### src/rtl/systolic_seq_ctrl_pkg.sv
// Shared types and constants for the systolic array sequencer.
// MAC widths describe the array datapath; the sequencer itself moves no data.
package systolic_seq_ctrl_pkg;

    typedef enum logic [2:0] {
        IDLE   = 3'd0,
        LOAD_W = 3'd1,
        STREAM = 3'd2,
        DRAIN  = 3'd3,
        DONE   = 3'd4
    } seq_state_t;

    localparam int MAC_ACT_W  = 8;
    localparam int MAC_W_W    = 8;
    localparam int MAC_PSUM_W = 24;

    // Cycles for the last activation to clear the skew and reach column N-1.
    function automatic int drain_len(input int n);
        return 2 * n - 1;
    endfunction

endpackage

### src/rtl/seq_delay_line.sv
// 1-bit shift register exposing every tap; taps[k] is din delayed k+1 cycles.
// Latency 1..DEPTH cycles, no backpressure, async active-low clear.
module seq_delay_line #(
    parameter int DEPTH = 7
) (
    input  logic             clk,
    input  logic             rst_n,
    input  logic             din,
    output logic [DEPTH-1:0] taps
);

    generate
        if (DEPTH == 1) begin : g_one
            always_ff @(posedge clk or negedge rst_n) begin
                if (!rst_n) taps <= '0;
                else        taps <= din;
            end
        end else begin : g_many
            always_ff @(posedge clk or negedge rst_n) begin
                if (!rst_n) taps <= '0;
                else        taps <= {taps[DEPTH-2:0], din};
            end
        end
    endgenerate

endmodule

### src/rtl/systolic_seq_ctrl.sv
// Job sequencer for an N x N weight-stationary systolic array: weight load, activation stream, drain.
// Outputs decode from registered state; start is only honoured in IDLE, no queueing.
module systolic_seq_ctrl
    import systolic_seq_ctrl_pkg::*;
#(
    parameter int N     = 4,
    parameter int CNT_W = 16
) (
    input  logic                 clk,
    input  logic                 rst_n,
    input  logic                 start,
    input  logic [CNT_W-1:0]     num_rows,
    output logic                 busy,
    output logic                 done,
    output logic                 w_ld_en,
    output logic [$clog2(N)-1:0] w_ld_row,
    output logic                 act_rd_en,
    output logic [CNT_W-1:0]     act_rd_addr,
    output logic [N-1:0]         act_row_valid,
    output logic [N-1:0]         out_col_valid
);

    localparam int DLEN = drain_len(N);
    localparam int RW   = $clog2(N);
    localparam int CW   = (CNT_W >= $clog2(DLEN + 1)) ? CNT_W : $clog2(DLEN + 1);

    seq_state_t       state, state_nxt;
    logic [CW-1:0]    cnt, cnt_nxt;
    logic [CNT_W-1:0] m_q, m_nxt;
    logic [CW-1:0]    m_last;
    logic [DLEN-1:0]  taps;

    assign m_last = CW'(m_q) - CW'(1);

    always_ff @(posedge clk or negedge rst_n) begin
        if (!rst_n) begin
            state <= IDLE;
            cnt   <= '0;
            m_q   <= '0;
        end else begin
            state <= state_nxt;
            cnt   <= cnt_nxt;
            m_q   <= m_nxt;
        end
    end

    // One shared phase counter: every phase restarts it at zero.
    always_comb begin
        state_nxt = state;
        cnt_nxt   = cnt;
        m_nxt     = m_q;
        case (state)
            IDLE: begin
                if (start) begin
                    state_nxt = LOAD_W;
                    cnt_nxt   = '0;
                    m_nxt     = num_rows;
                end
            end
            LOAD_W: begin
                if (cnt == CW'(N - 1)) begin
                    cnt_nxt   = '0;
                    state_nxt = (m_q == '0) ? DONE : STREAM;
                end else begin
                    cnt_nxt = cnt + CW'(1);
                end
            end
            STREAM: begin
                if (cnt == m_last) begin
                    cnt_nxt   = '0;
                    state_nxt = DRAIN;
                end else begin
                    cnt_nxt = cnt + CW'(1);
                end
            end
            DRAIN: begin
                if (cnt == CW'(DLEN - 1)) begin
                    cnt_nxt   = '0;
                    state_nxt = DONE;
                end else begin
                    cnt_nxt = cnt + CW'(1);
                end
            end
            DONE:    state_nxt = IDLE;
            default: state_nxt = IDLE;
        endcase
    end

    assign busy        = (state != IDLE);
    assign done        = (state == DONE);
    assign w_ld_en     = (state == LOAD_W);
    assign w_ld_row    = w_ld_en ? cnt[RW-1:0] : '0;
    assign act_rd_en   = (state == STREAM);
    assign act_rd_addr = act_rd_en ? cnt[CNT_W-1:0] : '0;

    // Skew taps depend only on act_rd_en history, so strobes survive state changes.
    seq_delay_line #(.DEPTH(DLEN)) u_skew (
        .clk   (clk),
        .rst_n (rst_n),
        .din   (act_rd_en),
        .taps  (taps)
    );

    assign act_row_valid = {taps[N-2:0], act_rd_en};
    assign out_col_valid = taps[DLEN-1:N-1];

endmodule
### config.mk
export PLATFORM = sky130hd
export DESIGN_NAME = systolic_seq_ctrl
export DESIGN_NICKNAME = d
export VERILOG_FILES = /design/src/rtl/systolic_seq_ctrl_pkg.sv /design/src/rtl/seq_delay_line.sv /design/src/rtl/systolic_seq_ctrl.sv
export SDC_FILE = /design/constraint.sdc
export NUM_CORES = 1
export LEC_CHECK = 0
export ABC_AREA = 0
export CAP_MARGIN = 20
export CORE_UTILIZATION = 50
export CTS_CLUSTER_DIAMETER = 200
export DETAILED_ROUTE_END_ITERATION = 6
export PLACE_DENSITY_LB_ADDON = 0.2
export SLEW_MARGIN = 30
export SYNTH_ARGS = -nofsm -noshare
export SYNTH_HDL_FRONTEND = slang
export SYNTH_SLANG_ARGS = --single-unit
export TNS_END_PERCENT = 10
### constraint.sdc
create_clock -name clk -period 4.7 [get_ports clk]
set_input_delay 0.47 -clock clk [delete_from_list [all_inputs] [get_ports clk]]
set_output_delay 0.47 -clock clk [all_outputs]
set_load 0.01 [all_outputs]
==> results of run 1 <==
power groups by stage:
stage / Combinational, mW / Sequential, mW / Clock [mW]
floorplan: 0.236 / 0.426 / 0
global placement: 0.239 / 0.498 / 0
detailed placement: 0.245 / 0.499 / 0
CTS: 0.247 / 0.492 / 0.302
global route: 0.276 / 0.507 / 0.320
finish: 0.246 / 0.496 / 0.295
path summary, 6_finish.rpt:
| kind | endpoint | depth (start not counted) | slack (ns) | start |
|---|---|---|---|---|
| hold reg to reg | u_skew.taps[6]$_DFF_PN0_ | 0 | 0.38 | u_skew.taps[5]$_DFF_PN0_ |
| setup reg to reg | cnt[7]$_DFFE_PN0P_ | 8 | 1.23 | m_q[7]$_DFFE_PN0P_ |
| setup / recovery | cnt[7]$_DFFE_PN0P_ | 8 | 1.23 | m_q[7]$_DFFE_PN0P_ |
| hold / removal | m_q[2]$_DFFE_PN0P_ | 1 | 0.15 | rst_n |
| max in group asynchronous | m_q[7]$_DFFE_PN0P_ | 1 | 4.19 | rst_n |
| min in group clk | u_skew.taps[6]$_DFF_PN0_ | 0 | 0.38 | u_skew.taps[5]$_DFF_PN0_ |
cell type report:
type	instances	area [sq um]
inverter	8	30.0
clock buffer	6	82.6
multi-input combinational	242	1630
sequential	42	1050
timing repair buffer	50	493
clock inverter	1	30.0
tap	70	87.6
fill	423	1840
kinds of logic (layout without fill, tap and decap cells):
family,Yosys count,in the layout,share of synthesized area (%)
AND/OR/NAND/NOR,149,149,29.6
AO/OA/AOI/OAI,57,57,15.0
flip-flops,42,42,37.6
buffers and inverters,30,65,4.43
XOR/XNOR,20,20,6.76
multiplexers,13,13,5.23
adder cells (fa/ha/maj),3,3,1.34
cells in the mapped netlist (2+ instances only):
master / n
a211oi_1: 4
a21o_1: 4
a21oi_1: 6
a221o_1: 5
a22oi_1: 5
a2bb2oi_1: 2
a31oi_1: 2
and2_1: 19
and3_1: 3
clkbuf_1: 19
dfrtp_1: 42
ha_1: 3
inv_1: 8
mux2_2: 13
nand2_1: 25
nand2b_1: 9
nand3_1: 10
nand4_1: 5
nand4b_1: 3
nor2_1: 24
nor2b_1: 5
nor3_1: 10
nor3b_1: 3
nor4_1: 5
o211a_1: 2
o21a_1: 2
o21ai_0: 11
o21bai_1: 3
o31ai_1: 2
or2_2: 4
or3_1: 9
or4_1: 9
or4_4: 2
xnor2_1: 13
xor2_1: 6
flip-flops by register name, indices dropped and copies added (netlist names):
register,flops
state,3
cnt,16
m_q,16
u_skew.taps,7
per-layer routing:
layer	GRT usage (%)	up-vias	share of wire [%]
met3	3.81	12	6.2
met5	0	-	0
met2	42.2	96	48
met4	7.69	0	1.3
met1	33.3	1179	45
li1	-	1196	-
worst max-delay path: cells and delay by family, from the launching register on:
kind            cells  cell delay [ns]
simple gates        5             2.07
flops               1             0.45
compound gates      3             0.83
==> results_dict.tcl, run 1 <==
set metrics [dict create \
    status "complete, no violations" \
    postRouteAntennaNets 0 \
    fmax_ghz 0.288 \
    dp.cells 412 \
    slowest_stage "or4_4" \
    synth_top_area_share_pct 37.6 \
    cts_resized 0 \
    grt_pass1_wl_mm 11.7 \
    cts_buffers 5 \
    max_stage_delay_ns 0.60 \
    antenna_cells 0 \
    fin_area_sq_um 3400 \
    io_buffers 48 \
    placed_cell_area_sq_um 3280 \
    cts_buffer_depth 2 \
    syn-instance-count 314 \
    p_comb_share_pct 23.8 \
    worst_pin_slew_ns 0.687 \
    initial_core_util_pct 53.4 \
    synth.distinct_cells 52 \
    clock_skew_ns 0.00399 \
    worstSetupStartpointType "register" \
    p_sw_share_pct 32.3 \
    via_count 2483 \
    finalNonFillerCells 419 \
    overflow 0 \
    crit_top_cell "or4_4" \
    p_per_area_nw_per_um2 305 \
    finish.utilization_pct 64.9 \
    post-dp-hpwl_mm 4.87 \
    clock_sinks 42 \
    p_switching_mw 0.335 \
    tns_ns 0 \
    die_y_um 76.8 \
    clkPwrFrac_pct 28.4 \
    rows 26 \
    routedWlPerCell_um 16.5 \
    io_pins 49 \
    ys_top_cells_by_area "dfrtp_1 (38%), mux2_2 (5.2%), and2_1 (4.3%), xnor2_1 (4.1%), nand2_1 (3.4%)" \
    grt_use_total_pct 25.2 \
    synth-edff-count 0 \
    layout_setup_ws_ns 1.23 \
    drive_above_1_share_pct 9.74 \
    path_max_fanout 10 \
    synthArstFlopShare_pct 100 \
    routed_wl_mm 6.91 \
    drt_pass1_iterations 5 \
    synth-seq-cells 42 \
    hold_path_class "in -> async" \
    seq_power_share_pct 47.8 \
    post-route-period-util_pct 73.8 \
    avgSynthCellArea_sq_um 8.91 \
    drc 0 \
    hold_violations 0 \
    routabilityCongestion 0.941 \
    post-cts-setup-buffers 0 \
    seq_area_frac_synth_pct 37.6 \
    viasPerCell 5.93 \
    h-tree-depth 2 \
    final_nets 371 \
    grt_antenna_before_repair 0 \
    dr.first_iter.drc_count 248 \
    yosys.area.top_type "dfrtp_1" \
    crit_chain "or4_4, or3_1, or4_1, a31o_1, or4_4, o21ai_4, nand2_2, a221o_1" \
    leakagePower_nw 1.39 \
    cap_viol_max_count 0 \
    yosysWarningCount 0 \
    clock_latency_ns 0.29 \
    layout_commonest_cell "clkdlybuf4s50_1" \
    cts_tree "done" \
    required_ns 4.88 \
    core-area_sq_um 5240 \
    grt_pass1_vias 2417 \
    min_period_ns 3.47 \
    cts-hold-fix-buffers 0 \
    setup_viol 0 \
    dieArea_sq_um 5900 \
    syn_area_sq_um 2800 \
    synth-main-ff-cell "dfrtp_1" \
    worstPathArrival_ns 3.65 \
    clkTransAtPathRegs_ns 0.08 \
    dp_slack_ns 1.28 \
    whs_ns 0.151 \
    synth.net_count 336 \
    power_mw 1.04 \
    syn_to_final_growth_pct 21.6 \
    p_int_mw 0.703 \
    die_w_um 76.8 \
    cts-root-buf "clkbuf_8" \
    maxSlewViolCount 0 \
    final_cell_mix "clkdlybuf4s50_1 (47), dfrtp_1 (42), nand2_1 (25), nor2_1 (24), and2_1 (19)" \
    grt_max_degree 43 \
    crit_type "reg -> reg" \
    slew-limit-headroom_pct 54.1 \
    rsz0062_at_grt "false" \
    end_kind "register" \
    irDropWorstVdd_mv 0.252 \
]
Power figures use the tool's default switching activity.
==> run 2: changes to the inputs <==
- clock period: 4.7 -> 3.55 ns (I/O delays scaled with it)
==> run 2 against run 1 <==
- clock power rose by 11%
- via count up 4.3%
- critical path depth rose by 2
- sequential share of layout area shrank 0.37 points
- global-route usage increased by 0.65 points
- flip-flop and latch count unchanged
- largest cell class unchanged
==> results_dict.tcl, run 2 (same netlist as run 1, synthesis figures left out) <==
set metrics [dict create \
    crit_type "reg -> reg" \
    post-dp-hpwl_mm 5.07 \
    drt_pass1_iterations 5 \
    postRouteAntennaNets 0 \
    viasPerCell 6.03 \
    status "complete, no violations" \
    reg_top3 "cnt (16), m_q (16), u_skew.taps (7)" \
    worstPathArrival_ns 3.61 \
    slew-limit-headroom_pct 62.7 \
    hold_path_class "in -> async" \
    clock_sinks 42 \
    initial_core_util_pct 53.4 \
    grt_use_total_pct 25.8 \
    fmax_ghz 0.293 \
    hold_violations 0 \
    cts_buffer_depth 2 \
    syn_to_final_growth_pct 23.0 \
    clock_latency_ns 0.31 \
    whs_ns 0.0304 \
    maxSlewViolCount 0 \
    tns_ns 0 \
    p_per_area_nw_per_um2 391 \
    grt_pass1_wl_mm 12.0 \
    final_nets 380 \
    finish.utilization_pct 65.7 \
    clkTransAtPathRegs_ns 0.09 \
    dp.cells 421 \
    drive_above_1_share_pct 12.0 \
    die_w_um 76.8 \
    via_count 2589 \
    power_mw 1.35 \
    path_max_fanout 8 \
    routed_wl_mm 7.23 \
    layout_commonest_cell "clkdlybuf4s50_1" \
    rsz0062_at_grt "false" \
    cts-hold-fix-buffers 0 \
    routedWlPerCell_um 16.8 \
    worst_pin_slew_ns 0.559 \
    grt_max_degree 43 \
    io_buffers 48 \
    die_y_um 76.8 \
    crit_path_start "m_q[0]$_DFFE_PN0P_" \
    antenna_cells 0 \
    worstSetupStartpointType "register" \
    rows 26 \
    dr.first_iter.drc_count 240 \
    io_pins 49 \
    cts_buffers 5 \
    cts_resized 0 \
    overflow 0 \
    routabilityCongestion 0.896 \
    grt_antenna_before_repair 0 \
    h-tree-depth 2 \
    core-area_sq_um 5240 \
    r2r_start "m_q[0]$_DFFE_PN0P_" \
    post-route-period-util_pct 96.2 \
    cap_viol_max_count 0 \
    finalNonFillerCells 429 \
    dieArea_sq_um 5900 \
    post-cts-setup-buffers 0 \
    required_ns 3.75 \
    end_kind "register" \
    final_cell_mix "clkdlybuf4s50_1 (47), dfrtp_1 (42), nand2_1 (25), nor2_1 (24), and2_1 (19)" \
    min_period_ns 3.42 \
    clock_skew_ns 0.00808 \
    cts-root-buf "clkbuf_8" \
    irDropWorstVdd_mv 0.257 \
    grt_pass1_vias 2440 \
    cts_tree "done" \
    setup_viol 0 \
    drc 0 \
    leakagePower_nw 1.41 \
]
## run 2: cell count changes in the layout (fill, tap and decap cells not counted)
cell,previous run,this run
buf_4,3,12
bufinv_16,1,0
clkbuf_8,6,5
clkinv_2,0,1
clkinv_4,0,1
clkinvlp_4,0,1
o21bai_1,2,3
o21bai_2,1,0
## run 2: routing by layer
layer	vias to the layer above	share of wire, %	global-route usage, %
li1	1212	-	-
met4	0	1.6	8.65
met3	16	6.7	4.05
met1	1233	45	36.1
met5	-	0	0
met2	128	47	40.5
## run 2: cell type report
class / instances / area (sq um)
Timing Repair Buffer: 59 / 561
Clock inverter: 3 / 21.3
Clock buffer: 5 / 68.8
Inverter: 8 / 30.0
Sequential cell: 42 / 1050
Multi-Input combinational cell: 242 / 1620
Tap cell: 70 / 87.6
Fill cell: 427 / 1800
## run 2: power breakdown
| part | internal [mW] | switching, mW | total, mW |
|---|---|---|---|
| logic | 0.203 | 0.205 | 0.408 |
| registers | 0.527 | 0.0853 | 0.612 |
| clock network | 0.138 | 0.187 | 0.326 |
| total | 0.869 | 0.477 | 1.35 |
## run 2: final timing paths
path | cells past startpoint | slack (ns) | to
max | 10 | 0.13 | cnt[12]$_DFFE_PN0P_
min | 1 | 0.03 | u_skew.taps[6]$_DFF_PN0_
max reg2reg | 10 | 0.13 | cnt[12]$_DFFE_PN0P_
min reg2reg | 0 | 0.38 | u_skew.taps[1]$_DFF_PN0_
max in group asynchronous | 1 | 3.14 | m_q[6]$_DFFE_PN0P_
min in group clk | 0 | 0.38 | u_skew.taps[1]$_DFF_PN0_
## run 2: per-stage QoR
stage          cell area (sq um)  setup slack, ns
2_1_floorplan               2800            0.224
3_3_place_gp                3350            0.259
3_5_place_dp                3350            0.162
4_1_cts                     3440            0.164
5_1_grt                     3440           0.0181
6_report                    3440            0.134
## run 2: critical path, stage by stage (launching register included)
cell	delay, ns
dfrtp_1	0.47
inv_1	0.09
ha_1	0.31
nor2b_1	0.19
or3_1	0.35
o211a_1	0.23
or4_1	0.40
or4_4	0.53
o21a_1	0.25
o211a_1	0.23
a221o_1	0.25
==> run 3: changes to the inputs <==
- CORE_UTILIZATION: 50 -> 36
- CTS_CLUSTER_DIAMETER: 200 -> 50
- SKIP_LAST_GASP: not set -> 1
==> run 3 against run 2 <==
- global-route usage shrank 7.1 points
- first-iteration DRC count decreased by 56%
- critical path depth decreased by 2
- critical path type unchanged
- clock power rose by 20%
- wire length grew 1.2%
- worst hold slack better by 0.022 ns
- die area is 38% higher
- worst setup slack gained 0.062 ns
- clock skew barely moved
- power increased by 5.0%
==> results_dict.tcl, run 3 (same netlist as run 1, synthesis figures left out) <==
set metrics [dict create \
    required_ns 3.73 \
    p_sw_share_pct 32.9 \
    rsz0062_at_grt "false" \
    routed_wl_mm 7.31 \
    max_stage_delay_ns 0.56 \
    slowest_stage "or4_4" \
    final_cell_mix "clkdlybuf4s50_1 (47), dfrtp_1 (41), nand2_1 (25), nor2_1 (24), and2_1 (19)" \
    clock_skew_ns 0.00782 \
    tns_ns 0 \
    status "complete, no violations" \
    cts_buffers 5 \
    worst-path-buf-inv 0 \
    leakagePower_nw 1.44 \
    rows 31 \
    crit_chain "or4_4, or3_1, or4_1, a31o_1, or4_4, o21ai_4, nand2_2, a221o_1" \
    cap_viol_max_count 0 \
    maxSlewViolCount 0 \
    layout_setup_ws_ns 0.196 \
    rrSetupSlack_ns 0.20 \
    r2r_start "m_q[7]$_DFFE_PN0P_" \
    dr.first_iter.drc_count 106 \
    fmax_ghz 0.298 \
    multi_input_area_sq_um 1620 \
    finalNonFillerCells 463 \
    reg_top3 "cnt (16), m_q (16), u_skew.taps (7)" \
    min_period_ns 3.35 \
    irDropWorstVdd_mv 0.198 \
    layout_commonest_cell "clkdlybuf4s50_1" \
    drt_pass1_iterations 5 \
    clkTransAtPathRegs_ns 0.09 \
    grt_pass1_vias 2424 \
    via_count 2524 \
    setup_viol 0 \
    die_y_um 90.1 \
    num-fill-cells 705 \
    grt_use_total_pct 18.7 \
    cts_tree "done" \
    postRouteAntennaNets 0 \
    viasPerCell 5.45 \
    overflow 0 \
    clock_sinks 42 \
    clock_latency_ns 0.30 \
    dp_slack_ns 0.220 \
    p_per_area_nw_per_um2 399 \
    final_nets 385 \
    die_w_um 90.1 \
    worstSetupStartpointType "register" \
    grt_max_degree 43 \
    post-cts-setup-buffers 0 \
    io_buffers 48 \
    syn_to_final_growth_pct 26.6 \
    crit_type "reg -> reg" \
    grt_pass1_wl_mm 12.2 \
    drive_above_1_share_pct 13.5 \
    dp.cells 455 \
    grt_antenna_before_repair 0 \
    crit_top_cell "or4_4" \
    antenna_cells 0 \
    hold_path_class "in -> async" \
    dieArea_sq_um 8120 \
    clkPwrFrac_pct 27.7 \
    core-area_sq_um 7370 \
    cts-hold-fix-buffers 0 \
    worst_pin_slew_ns 0.563 \
    p_comb_share_pct 29.9 \
    post-dp-hpwl_mm 5.26 \
    r2r_end "cnt[10]$_DFFE_PN0P_" \
    io_pins 49 \
    p_switching_mw 0.466 \
    cts-root-buf "clkbuf_8" \
    post-route-period-util_pct 94.5 \
    path_max_fanout 7 \
    h-tree-depth 2 \
    routabilityCongestion 0.877 \
    worstPathArrival_ns 3.54 \
    cts_buffer_depth 2 \
    r2r_cells 8 \
    p_int_mw 0.948 \
    routedWlPerCell_um 15.8 \
    cts_resized 0 \
    hold_violations 0 \
    initial_core_util_pct 37.9 \
    seq_power_share_pct 42.4 \
    end_kind "register" \
    slew-limit-headroom_pct 62.4 \
    drc 0 \
    register_area_sq_um 1050 \
    crit_family "simple AND/OR/NAND/NOR gates" \
]
==> run 3: metrics by stage <==
step           power [mW]  hold WS (ns)  utilization [%]  cell area (sq um)
3_5_place_dp         1.03         0.359             46.5               3420
6_report             1.41        0.0525             48.0               3540
3_3_place_gp         1.03         0.355             46.4               3420
2_1_floorplan       0.876        0.0594                -               2800
5_1_grt              1.51        0.0792             48.0               3540
4_1_cts              1.43        0.0606             48.0               3540
==> run 3: how the worst max path moves through the flow <==
stage                             startpoint                  end  cells after the start  slack [ns]
final                     m_q[7]$_DFFE_PN0P_  cnt[10]$_DFFE_PN0P_                      8        0.20
after global routing      m_q[0]$_DFFE_PN0P_  cnt[10]$_DFFE_PN0P_                     10        0.06
after CTS                 m_q[3]$_DFFE_PN0P_  cnt[11]$_DFFE_PN0P_                      8        0.22
after detailed placement  m_q[0]$_DFFE_PN0P_  cnt[11]$_DFFE_PN0P_                     10        0.22
after global placement    m_q[3]$_DFFE_PN0P_  cnt[11]$_DFFE_PN0P_                      8        0.26
after floorplan           m_q[0]$_DFFE_PN0P_  cnt[12]$_DFFE_PN0P_                     12        0.22
==> run 3: cell type report <==
class	count	share of cell area [%]
tap	99	3.50
multi-input combinational	242	45.8
clock inverter	3	1.27
timing repair buffer	64	16.9
inverter	8	0.848
sequential	42	29.7
clock buffer	5	1.94
==> run 3: worst reg2reg max path, stage by stage, from the launching register on <==
cell	delay, ns
dfrtp_1	0.39
or4_4	0.56
or3_1	0.33
or4_1	0.55
a31o_1	0.25
or4_4	0.45
o21ai_4	0.26
nand2_2	0.14
a221o_1	0.31
==> run 3: power by group through the flow <==
stage / Clock [mW] / Sequential, mW / Combinational [mW]
3_5_place_dp: 0 / 0.608 / 0.420
4_1_cts: 0.409 / 0.598 / 0.423
2_1_floorplan: 0 / 0.563 / 0.312
6_report: 0.391 / 0.600 / 0.423
5_1_grt: 0.427 / 0.607 / 0.474
3_3_place_gp: 0 / 0.607 / 0.420
==> run 3: per-layer routing <==
metal,GRT usage (%),part of all wire (%),wire length (um),vias to the layer above
met2,30.4,47,3410,84
met5,0,0,0,-
met1,26.0,47,3420,1219
met4,4.03,0.73,53,0
met3,3.38,5.7,420,4
li1,-,-,-,1217
